**src/rtl/has_alert_scheduler_pkg.sv**
```systemverilog
// -----------------------------------------------------------------------------
// has_pkg
// Shared definitions for the home-automation alert scheduler:
//   - requester index constants (front door .. temperature)
//   - DISP_IDLE, the display code shown when no source holds the resource
//   - state_e, the scheduler FSM state encoding
// -----------------------------------------------------------------------------
package has_pkg;

    localparam int IDX_FDOOR  = 0;
    localparam int IDX_RDOOR  = 1;
    localparam int IDX_WINDOW = 2;
    localparam int IDX_FIRE   = 3;
    localparam int IDX_TEMP   = 4;

    localparam logic [2:0] DISP_IDLE = 3'b111;

    typedef enum logic [1:0] {
        ST_IDLE  = 2'd0,
        ST_GRANT = 2'd1,
        ST_GAP   = 2'd2
    } state_e;

endpackage

```
**src/rtl/has_alert_scheduler_rr_pick.sv**
```systemverilog
// -----------------------------------------------------------------------------
// has_rr_pick
// Combinational round-robin picker: finds the first set bit of pend, searching
// upward from ptr and wrapping from NREQ-1 back to 0.
//   pend  : pending request vector
//   ptr   : search start index (always < NREQ)
//   pick  : one-hot of the chosen requester (all zero if pend is empty)
//   idx   : binary index of the chosen requester (0 if pend is empty)
// -----------------------------------------------------------------------------
module has_rr_pick #(
    parameter int NREQ = 5,
    parameter int IW   = $clog2(NREQ)
) (
    input  logic [NREQ-1:0] pend,
    input  logic [IW-1:0]   ptr,
    output logic [NREQ-1:0] pick,
    output logic [IW-1:0]   idx
);

    logic          found;
    logic [IW-1:0] pos;

    always_comb begin
        pick  = '0;
        idx   = '0;
        found = 1'b0;
        pos   = '0;
        for (int k = 0; k < NREQ; k++) begin
            pos = IW'((int'(ptr) + k) % NREQ);
            if (!found && pend[pos]) begin
                found     = 1'b1;
                pick[pos] = 1'b1;
                idx       = pos;
            end
        end
    end

endmodule

```
**src/rtl/has_alert_scheduler.sv**
```systemverilog
// -----------------------------------------------------------------------------
// has_alert_scheduler
// Grants the shared display/buzzer resource to one of NREQ sensor sources at a
// time for HOLD_CYCLES cycles, followed by a one-cycle dead gap. The priority
// source (fire alarm) may take up to PRIO_MAX consecutive grants ahead of the
// round-robin order before round-robin must be honoured.
// Ports:
//   clk      : system clock, rising edge
//   rst      : asynchronous reset, active low
//   en       : enable; low blocks new grants, a running grant completes
//   req      : level requests, latched into a pending register
//   grant    : one-hot registered grant, zero when idle/gap
//   display  : granted index, DISP_IDLE when no grant
//   buzz     : high while the priority source is granted
//   done     : pulse on the last hold cycle of a grant
//   busy     : high during GRANT and GAP
// -----------------------------------------------------------------------------
module has_alert_scheduler
    import has_pkg::*;
#(
    parameter int NREQ        = 5,
    parameter int HOLD_CYCLES = 4,
    parameter int PRIO_IDX    = IDX_FIRE,
    parameter int PRIO_MAX    = 2
) (
    input  logic            clk,
    input  logic            rst,
    input  logic            en,
    input  logic [NREQ-1:0] req,
    output logic [NREQ-1:0] grant,
    output logic [2:0]      display,
    output logic            buzz,
    output logic            done,
    output logic            busy
);

    localparam int IW = $clog2(NREQ);
    localparam int HW = 8;
    // +2 keeps the width non-zero even for PRIO_MAX = 0
    localparam int PW = $clog2(PRIO_MAX + 2);

    localparam logic [HW-1:0] HOLD_LAST = HW'(HOLD_CYCLES - 1);
    localparam logic [PW-1:0] PRIO_LIM  = PW'(PRIO_MAX);

    state_e          state_q, state_d;
    logic [NREQ-1:0] pend_q, pend_d;
    logic [IW-1:0]   ptr_q, ptr_d;
    logic [PW-1:0]   prio_q, prio_d;
    logic [HW-1:0]   hold_q, hold_d;
    logic [NREQ-1:0] grant_q, grant_d;
    logic [2:0]      display_q, display_d;
    logic            buzz_q, buzz_d;
    logic            done_q, done_d;
    logic            busy_q, busy_d;

    logic [NREQ-1:0] clr;
    logic            arb;
    logic [NREQ-1:0] rr_pick;
    logic [IW-1:0]   rr_idx;

    has_rr_pick #(
        .NREQ (NREQ),
        .IW   (IW)
    ) u_rr_pick (
        .pend (pend_q),
        .ptr  (ptr_q),
        .pick (rr_pick),
        .idx  (rr_idx)
    );

    always_comb begin
        state_d   = state_q;
        ptr_d     = ptr_q;
        prio_d    = prio_q;
        hold_d    = hold_q;
        grant_d   = grant_q;
        display_d = display_q;
        clr       = '0;
        arb       = 1'b0;

        case (state_q)
            ST_IDLE: begin
                if (pend_q == '0) begin
                    prio_d = '0;
                end else if (en) begin
                    arb = 1'b1;
                end
            end
            ST_GRANT: begin
                if (hold_q == HOLD_LAST) begin
                    clr       = grant_q;
                    state_d   = ST_GAP;
                    hold_d    = '0;
                    grant_d   = '0;
                    display_d = DISP_IDLE;
                end else begin
                    hold_d = hold_q + 1'b1;
                end
            end
            ST_GAP: begin
                if (pend_q == '0) begin
                    prio_d  = '0;
                    state_d = ST_IDLE;
                end else if (en) begin
                    arb = 1'b1;
                end else begin
                    state_d = ST_IDLE;
                end
            end
            default: begin
                state_d   = ST_IDLE;
                grant_d   = '0;
                display_d = DISP_IDLE;
                hold_d    = '0;
            end
        endcase

        if (arb) begin
            state_d = ST_GRANT;
            hold_d  = '0;
            if (pend_q[PRIO_IDX] && (prio_q < PRIO_LIM)) begin
                // Priority bypass: round-robin pointer is left untouched
                grant_d   = NREQ'(1) << PRIO_IDX;
                display_d = 3'(PRIO_IDX);
                prio_d    = prio_q + 1'b1;
            end else begin
                grant_d   = rr_pick;
                display_d = 3'(rr_idx);
                ptr_d     = (rr_idx == IW'(NREQ - 1)) ? '0 : rr_idx + 1'b1;
                prio_d    = '0;
            end
        end

        // A request arriving on the clearing cycle re-queues the source
        pend_d = (pend_q & ~clr) | req;

        buzz_d = grant_d[PRIO_IDX];
        busy_d = (state_d != ST_IDLE);
        done_d = (state_d == ST_GRANT) && (hold_d == HOLD_LAST);
    end

    always_ff @(posedge clk or negedge rst) begin
        if (!rst) begin
            state_q   <= ST_IDLE;
            pend_q    <= '0;
            ptr_q     <= '0;
            prio_q    <= '0;
            hold_q    <= '0;
            grant_q   <= '0;
            display_q <= DISP_IDLE;
            buzz_q    <= 1'b0;
            done_q    <= 1'b0;
            busy_q    <= 1'b0;
        end else begin
            state_q   <= state_d;
            pend_q    <= pend_d;
            ptr_q     <= ptr_d;
            prio_q    <= prio_d;
            hold_q    <= hold_d;
            grant_q   <= grant_d;
            display_q <= display_d;
            buzz_q    <= buzz_d;
            done_q    <= done_d;
            busy_q    <= busy_d;
        end
    end

    assign grant   = grant_q;
    assign display = display_q;
    assign buzz    = buzz_q;
    assign done    = done_q;
    assign busy    = busy_q;

endmodule
```
**config.mk**
```make
export PLATFORM = sky130hd
export DESIGN_NAME = has_alert_scheduler
export DESIGN_NICKNAME = d
export VERILOG_FILES = /design/src/rtl/has_alert_scheduler_pkg.sv /design/src/rtl/has_alert_scheduler_rr_pick.sv /design/src/rtl/has_alert_scheduler.sv
export SDC_FILE = /design/constraint.sdc
export NUM_CORES = 1
export LEC_CHECK = 0
export CAP_MARGIN = 10
export CORE_MARGIN = 1
export CORE_UTILIZATION = 62
export DETAILED_ROUTE_END_ITERATION = 8
export PLACE_DENSITY_LB_ADDON = 0.08
export SYNTH_ARGS = -nofsm -noshare
export SYNTH_HDL_FRONTEND = slang
export SYNTH_SLANG_ARGS = --single-unit
```
**constraint.sdc**
```tcl
create_clock -name clk -period 5.4 [get_ports clk]
set_input_delay 0.81 -clock clk [delete_from_list [all_inputs] [get_ports clk]]
set_output_delay 0.81 -clock clk [all_outputs]
set_load 0.05 [all_outputs]
```
## Word level (Yosys, flattened, before mapping)

Index checks and enable logic that the tools add are counted.
Widths: inputs -> output; s select.

| word-level totals | value |
|---|---|
| register bits after elaboration | 30 |
| input port bits | 8 |
| output and inout bits | 11 |
| logic and storage cells | 133 |

| operators by class | value |
|---|---|
| add/sub/neg operators | 7 |
| div/mod/pow operators | 5 |
| magnitude comparators | 11 |
| equality and inequality tests | 8 |
| mux-type cells | 60 |
| bitwise operators | 8 |
| reductions and logical operators | 24 |

Operators with widths:

| operator | number |
|---|---|
| $mod 32x4->32 const B | 4 |
| $mux 5 | 10 |
| $mod 4x4->32 const B | 1 |
| $mux 3 | 9 |
| $or 5x5->5 | 5 |
| $lt 3x4->1 const B | 5 |
| $mux 1 | 17 |
| $eq 8x2->1 const B | 2 |
| $mux 2 | 8 |
| $mux 8 | 2 |
| $pmux 8 s2 | 1 |
| $bmux 1 s3 | 5 |
| $demux 1 s3 | 5 |
| $ge 3x1->1 const B | 5 |
| $logic_and 1x1->1 | 11 |
| $pmux 5 s2 | 1 |
| $add 3x2->4 const B | 2 |
| $add 8x1->8 const B | 1 |
| $pmux 2 s3 | 1 |
| $pmux 3 s2 | 1 |
| $reduce_and 2->1 | 3 |
| $reduce_bool 2->1 | 3 |
| $and 5x5->5 | 1 |
| $logic_not 5->1 | 1 |
| other kinds (15) | 19 |

## Depth between registers and ports, before layout

Gate-level depths: netlist of the first run.

| depth | value |
|---|---|
| word-level depth | 18 |
| mapped depth | 22 |
| depth with buffers taken out | 21 |

## By module

Synthesis of the first run repeated with hierarchy kept, for this count alone.

| second synthesis, totals | value |
|---|---|
| cell total of the unflattened synthesis | 400 |
| area total of the unflattened synthesis | 3422.0 um2 |

Modules (own cells, without submodules):

| module | times used | cells an instance | area each (um2) | seq. area each (um2) |
|---|---|---|---|---|
| has_rr_pick | 1 | 263 | 1965.6 | 0.0 |
| has_alert_scheduler | 1 | 137 | 1456.4 | 754.5 |

## Worst setup path after synthesis of the first run

Ideal clock, no wire load.

| timing path | value |
|---|---|
| kind | register to register |
| from | register ptr_q[0] |
| to | register ptr_q[2] |
| arrival | 4.733 ns |
| required time | 5.313 ns |
| slack | 0.580 ns |
| cell stages (with the launch flop) | 21 |
| path buffers | 2 |
| clock period less this slack | 4.820 ns |
| path through | dfrtp_1 buf_2 clkinv_1 ha_1 clkbuf_1 inv_1 ha_1 inv_1 ha_1 nand2b_1 o211ai_4 o211ai_1 mux2i_1 a22oi_2 a211o_4 or3_1 nand3_1 nand2_1 ha_1 or4_1 o211ai_1 |

| on the way | value |
|---|---|
| cells in the longest elaborated chain, start to end | 18 |
| elaborated cells on any way between the ends | 39 |
| those cells by class | add/sub (5); div (5); eq/ne (1); mux (20); reduce/logical (8) |

RTL lines:

| element | line | source |
|---|---|---|
| start: declaration | has_alert_scheduler.sv:47 | `logic [IW-1:0] ptr_q, ptr_d;` |
| start signal: assignment | has_alert_scheduler.sv:157 | `ptr_q <= ptr_d;` |
| parallel branches: the longest is 15 deep, another holds $mod 32x4->32 | n/a |  |
| $mux 3 * | has_alert_scheduler_rr_pick.sv:30 | `if (!found && pend[pos]) begin` |
| $add 3x1->3 / $eq 3x3->1 (equally long branches) | has_alert_scheduler.sv:129 | `ptr_d = (rr_idx == IW'(NREQ - 1)) ? '0 : rr_idx + 1'b1;` |
| $mux 3 * | has_alert_scheduler.sv:129 |  |

Mark *: on every way between the ends. The select of a mux whose other input is x is not followed.
A chain may end at the register's enable or synchronous reset.

## Worst setup path after layout of the first run

| timing path | value |
|---|---|
| from | register ptr_q[1] |
| to | register ptr_q[2] |

The elaborated chain is that of the path after synthesis.

==> flow_metrics.py, run 1 <==
metrics = {
    "placed_design": {
        "numPortBuffers": 18,
        "dp_slack_ps": 367,
        "dpl.hpwl_um": 6810,
        "place.gp.congestion": 0.919,
    },
    "finish": {
        "drive_gt1_frac": 0.0979,
        "nets": 466,
        "fillers": 448,
        "syn_to_final_growth_pct": 8.23,
        "final_core_util": 0.716,
        "n_antenna_cell": 0,
    },
    "floorplan": {
        "core_mm2": 0.00524,
        "start_util": 0.662,
        "die_h_um": 76.8,
        "die-area_mm2": 0.00589,
        "chipWidth_um": 76.8,
        "rows": 26,
        "io_pins": 19,
    },
    "worst_setup_path": {
        "setup.worst_path.end_class": "register",
        "rrSetupSlack_ps": 420,
        "path_class": "reg -> reg",
        "r2r_cells": 20,
        "critPathLaunch": "ptr_q[1]",
        "crit_arrival_ps": 5170,
        "worstSetupStartpointType": "register",
        "r2r_end": "ptr_q[2]",
        "cp_max_fo": 12,
        "worstPathRequired_ps": 5590,
        "crit_end": "ptr_q[2]",
        "timing.rr.start": "ptr_q[1]",
    },
    "cts": {
        "cts_buffers": 5,
        "cts.path.max_buffers": 2,
        "postCtsHoldBufs": 0,
        "clk_latency_ps": 280,
        "clkTransAtPathRegs_ps": 60,
        "cts_tree": "done",
        "post_cts_resized": 0,
        "cts.sinks": 30,
        "htreeDepth": 2,
        "post_cts_buffers": 0,
        "cts_root_buf": "clkbuf_8",
    },
    "timing": {
        "finalSetupTns_ps": 0,
        "relSlewSlack": 0.471,
        "tightestPinTransition_ps": 790,
        "fin_worst_skew_ps": 2.23,
        "finalMaxSlewViolations": 0,
        "rsz0062_at_grt": "no",
        "fin_crit_sh": 0.923,
        "whs_ps": 510,
        "period_needed_ps": 4980,
        "setup_viol": 0,
        "fmax_mhz": 201,
        "report.final.hold_viol_count": 0,
        "worst_slack_ps": 417,
    },
    "synth": {
        "synth-adder-area-share": 0.0722,
        "syn_area_mm2": 0.00347,
        "async_flop_share": 1.00,
        "avgSynthCellArea_um2": 8.08,
        "syn_nets": 457,
        "synth_top_area_frac": 0.195,
        "ys_types": 88,
        "synth_top_family_by_area": "compound AO/OA/AOI/OAI gates",
        "synthFlopType": "dfrtp_1",
        "synthTopCellsByArea": "dfrtp_1 19%, ha_1 7.2%, nand2_1 3.7%",
        "synth_cells": 429,
        "synth_compound_area_frac": 0.307,
        "synth_warnings": 0,
        "synth-edff-count": 0,
        "muxShareOfSynthArea": 0.0177,
        "seq_area_frac_synth": 0.218,
        "synthSimpleGateAreaFrac": 0.295,
        "synth_xor_area_frac": 0.0282,
        "yosys.area.top_type": "dfrtp_1",
        "ys_ff_latch": 30,
    },
    "global_routing": {
        "grt.total_usage": 0.326,
        "grt_max_degree": 34,
        "first_global_vias": 3202,
        "grt_pass1_wl_um": 15300,
        "antenna_found_initial": 0,
        "grt_overflow": 0,
    },
    "drt": {
        "wire_per_inst_um": 18.2,
        "avgViaCountPerCell": 6.80,
        "ant_nets": 0,
        "detail_route.wirelength_um": 9280,
        "vias": 3459,
        "drt_iter0_markers": 304,
        "drc": 0,
        "drt_first_pass_iters": 5,
    },
    "outcome": {
        "status": "finished clean",
    },
    "flow_run": {
        "cap_violations": 0,
    },
    "power": {
        "power.density_mw_per_mm2": 113,
        "vdd_ir_drop_max_v": 0.000138,
        "p_leak_uw": 0.00149,
    },
    "min_path": {
        "hold_class": "reg -> reg",
    },
}
## cell usage after synthesis (all sizes together), types with 6 or more instances
library cell / count
and2: 12
nand2: 34
o21ai: 25
nor2b: 12
nand3: 17
dfrtp: 27
buf: 14
ha: 20
nand4: 10
nor2: 25
inv: 23
or4b: 6
nor3b: 6
nor3: 12
a31oi: 8
a21o: 9
o211ai: 10
o22ai: 9
nand3b: 8
nand2b: 8
a21oi: 18
clkbuf: 9
xnor2: 6
a211oi: 7
or2: 6
## final cells by class
cell class / count / area (um2) / share of cell area
multi-input cells: 352 / 2490 / 0.665
flip-flops and latches: 30 / 754 / 0.201
clock inverters: 1 / 5.00 / 0.00133
clock buffers: 7 / 86.3 / 0.0230
inverters: 24 / 90.1 / 0.0240
well taps: 70 / 87.6 / 0.0233
repair buffers: 25 / 233 / 0.0620
## cells in the final DEF (no fill, tap or decap), types with 6 or more instances in the layout
cell             count
a21o_1               9
and2_1              11
nand2_1             34
clkdlybuf4s50_1     18
nand3b_1             6
nand3_1             17
o22ai_1              8
nand4_1             10
dfrtp_1             27
nor3_1              12
nand2b_1             8
o21ai_0             22
buf_4                7
a21oi_1             16
ha_1                20
a211oi_1             7
nor2_1              25
nor2b_1             11
clkbuf_8             6
inv_1               21
o211ai_1             8
a31oi_1              8
## power breakdown
part	internal (uW)	switching [uW]
combinational	4.98	5.34
sequential	225	0.000000000000274
clock	103	86.1
total	333	91.5
## metrics by stage
stage / instance area, um2 / total power [uW] / instances
final: 3750 / 424 / 509
after global routing: 3750 / 436 / 509
after CTS: 3750 / 426 / 509
after detailed placement: 3660 / 240 / 501
after global placement: 3660 / 239 / 501
after floorplan: 3470 / 229 / 429
## layer usage
metal	GRT usage	wire, um
met1	0.437	4090
met2	0.531	4230
met3	0.0476	695
met4	0.121	267
met5	0	0
## worst max-delay path, stage by stage, from the launching register on
cell	delay (ps)
dfrtp_1	520
inv_1	220
ha_1	280
inv_1	70
ha_1	420
inv_1	140
ha_1	200
inv_1	50
ha_1	220
nor2b_1	140
o21ai_1	190
o211a_1	310
nor2_1	270
o221ai_1	180
nand3_1	280
nand3b_4	160
o32a_1	230
and2_1	170
ha_1	200
or4_1	510
o211ai_1	120
## how the worst min path moves through the flow
stage / slack (ps) / cells after the start / to / start
floorplan: 460 / 1 / prio_q[0] / prio_q[0]
global placement: 490 / 1 / prio_q[0] / prio_q[0]
CTS: 510 / 1 / prio_q[0] / prio_q[0]
finish: 510 / 1 / prio_q[0] / prio_q[0]
global route: 550 / 2 / display[1] / display[1]
detailed placement: 500 / 1 / prio_q[0] / prio_q[0]
## cell families (layout without fill, tap and decap cells)
kind of cell               count (synthesis)  count (layout)
xor gates and xnor gates                   9               9
adders and majority gates                 20              20
DFF                                       30              30
AOI/OAI and AO/OA                        140             140
and+or+nand+nor                          177             177
muxes                                      6               6
buffers and inverters                     47              57
## registers in the layout, summed over array words and instances (netlist names)
signal   flops
hold_q       8
grant        5
pend_q       5
display      3
ptr_q        3
prio_q       2
state_q      2
busy         1
done         1
Note: power is estimated with default switching activity, not from simulation.
==> inputs of run 2 (changes only) <==
--- a/config.mk
+++ b/config.mk
@@ -5,11 +5,14 @@
 export SDC_FILE = /design/constraint.sdc
 export NUM_CORES = 1
 export LEC_CHECK = 0
+export ABC_CLOCK_PERIOD_IN_PS = 5400
 export CAP_MARGIN = 10
 export CORE_MARGIN = 1
 export CORE_UTILIZATION = 62
+export CTS_CLUSTER_SIZE = 16
 export DETAILED_ROUTE_END_ITERATION = 8
 export PLACE_DENSITY_LB_ADDON = 0.08
 export SYNTH_ARGS = -nofsm -noshare
 export SYNTH_HDL_FRONTEND = slang
 export SYNTH_SLANG_ARGS = --single-unit
+export TNS_END_PERCENT = 30
==> results of run 2 <==
Same layout as run 1: the final DEF is identical, and so are final timing and power.
==> inputs of run 3 (changes only) <==
--- a/config.mk
+++ b/config.mk
@@ -5,10 +5,10 @@
 export SDC_FILE = /design/constraint.sdc
 export NUM_CORES = 1
 export LEC_CHECK = 0
-export ABC_CLOCK_PERIOD_IN_PS = 5400
+export ABC_CLOCK_PERIOD_IN_PS = 4300
 export CAP_MARGIN = 10
 export CORE_MARGIN = 1
-export CORE_UTILIZATION = 62
+export CORE_UTILIZATION = 56
 export CTS_CLUSTER_SIZE = 16
 export DETAILED_ROUTE_END_ITERATION = 8
 export PLACE_DENSITY_LB_ADDON = 0.08
==> constraint.sdc (replaced) <==
create_clock -name clk -period 4.3 [get_ports clk]
set_input_delay 0.645 -clock clk [delete_from_list [all_inputs] [get_ports clk]]
set_output_delay 0.645 -clock clk [all_outputs]
set_load 0.05 [all_outputs]
==> run 3 against run 2 <==
Clock power up 52%; clock-buffer cell count down 2; critical path type unchanged; utilization up 0.42 points; via count up 2.7%; flip-flop and latch count unchanged; final area up 14%; worst setup slack worse by 270 ps; hold slack worse by 14 ps; routed wire length up 6.5%.
==> flow_metrics.py, run 3 (synthesis results as in run 1) <==
metrics = {
    "outcome": {
        "status": "finished clean",
    },
    "worst_setup_path": {
        "timing.rr.start": "ptr_q[0]",
        "setup.worst_path.end_class": "register",
        "crit_chain": "clkinv_4 > buf_6 > ha_2 > buf_4 > or4b_1 > nand4_1 > a31oi_1 > or4_4 > a32oi_4 > a211o_4 > nand3b_4 > buf_4 > nand3_4 > and2_1 > ha_1 > or4_4 > o211ai_1",
        "crit_arrival_ps": 4350,
        "cp_slowest_cell": "or4_4",
        "r2r_cells": 17,
        "cp_max_fo": 10,
        "critPathBufInv": 4,
        "critPathTopFamily": "simple AND/OR/NAND/NOR gates",
        "critPathMaxStageDelay_ps": 550,
        "path_class": "reg -> reg",
        "worstPathRequired_ps": 4500,
        "worstSetupStartpointType": "register",
        "rrSetupSlack_ps": 150,
        "r2r_end": "ptr_q[2]",
    },
    "drt": {
        "ant_nets": 0,
        "drt_first_pass_iters": 5,
        "wire_per_inst_um": 17.9,
        "detail_route.wirelength_um": 9890,
        "drt_iter0_markers": 265,
        "vias": 3552,
        "avgViaCountPerCell": 6.45,
        "drc": 0,
    },
    "cts": {
        "cts_buffers": 5,
        "postCtsHoldBufs": 0,
        "cts.path.max_buffers": 2,
        "cts_root_buf": "clkbuf_8",
        "clk_latency_ps": 290,
        "clkTransAtPathRegs_ps": 80,
        "cts.sinks": 30,
        "cts_tree": "done",
        "htreeDepth": 2,
    },
    "timing": {
        "setup_viol": 0,
        "finalMaxSlewViolations": 0,
        "report.final.hold_viol_count": 0,
        "tightestPinTransition_ps": 772,
        "period_needed_ps": 4150,
        "worst_slack_ps": 151,
        "relSlewSlack": 0.483,
        "fin_worst_skew_ps": 9.51,
        "fin_crit_sh": 0.965,
        "fmax_mhz": 241,
        "whs_ps": 496,
    },
    "global_routing": {
        "grt_max_degree": 31,
        "first_global_vias": 3297,
        "grt_overflow": 0,
        "grt_pass1_wl_um": 15700,
        "grt.total_usage": 0.315,
        "antenna_found_initial": 0,
    },
    "finish": {
        "final_core_util": 0.720,
        "top_register": "hold_q",
        "syn_to_final_growth_pct": 23.8,
        "drive_gt1_frac": 0.252,
        "nets": 503,
        "n_antenna_cell": 0,
        "largest_register_ffs": 8,
        "layout_commonest_cell": "buf_4",
        "mostFrequentLayoutCells": "42 x buf_4, 34 x nand2_1, 25 x nor2_1, 24 x dfrtp_1, 22 x o21ai_0",
    },
    "flow_run": {
        "cap_violations": 0,
    },
    "placed_design": {
        "place.gp.congestion": 0.992,
        "dp_slack_ps": -8.71,
        "dpl.hpwl_um": 7260,
        "numPortBuffers": 18,
    },
    "floorplan": {
        "chipWidth_um": 80.7,
        "rows": 28,
        "core_mm2": 0.00596,
        "die-area_mm2": 0.00651,
        "io_pins": 19,
        "die_h_um": 80.7,
        "start_util": 0.582,
    },
    "min_path": {
        "hold_class": "reg -> reg",
        "hold-path-cell-count": 1,
        "hold-path-endpoint": "prio_q[0]",
        "hp-start": "prio_q[0]",
    },
    "power": {
        "power.density_mw_per_mm2": 136,
        "vdd_ir_drop_max_v": 0.000199,
        "p_total_uw": 583,
        "p_leak_uw": 0.00171,
    },
}
[run 3: cell count changes in the layout (fill, tap and decap cells not counted), sizes merged]
| cell | change |
|---|---|
| buf | +37 |
| clkinv | +1 |
| bufinv | +1 |
| clkbuf | -2 |
[run 3: per-layer routing]
metal | up-vias | GRT usage | wire length [um]
met5 | - | 0 | 0
li1 | 1710 | - | -
met4 | 0 | 0.0911 | 184
met1 | 1722 | 0.415 | 4510
met2 | 98 | 0.529 | 4720
met3 | 22 | 0.0477 | 472
[run 3: worst max-delay path by stage]
| stage | start | to | slack (ps) | depth (start not counted) |
|---|---|---|---|---|
| after global routing | ptr_q[1] | ptr_q[2] | -10 | 19 |
| final | ptr_q[0] | ptr_q[2] | 150 | 17 |
| after CTS | ptr_q[2] | ptr_q[2] | 10 | 15 |
| after global placement | ptr_q[0] | ptr_q[2] | 100 | 18 |
| after detailed placement | ptr_q[0] | ptr_q[2] | -9 | 17 |
| after floorplan | ptr_q[0] | ptr_q[2] | 5 | 20 |
[run 3: power breakdown]
group          total, uW  internal, uW      switching, uW  leakage [uW]
Combinational       13.2          6.27               6.88       0.00132
Sequential           282           282  0.000000000000309      0.000330
Clock                287           171                117     0.0000579
Total                583           459                124       0.00171
[run 3: through the flow]
step,setup TNS (ps),instances,instance area (um2)
finish,0,551,4290
CTS,0,540,4020
global placement,0,531,3880
floorplan,0,429,3490
detailed placement,-8.71,531,3880
global route,-13.4,551,4290
[run 3: layout make-up]
class,count,area (um2)
timing repair buffer,62,527
clock inverter,3,40.0
tap,75,93.8
sequential,30,758
inverter,24,103
fill,476,1670
multi-input combinational,352,2700
clock buffer,5,68.8
[run 3: timing repair]
action | 4_1_cts | 5_1_grt
resized for setup | 5 | 40
gates cloned | 0 | 0
pin swaps | 1 | 20
buffers inserted | 1 | 11
endpoints found under the setup margin | 1 | 3
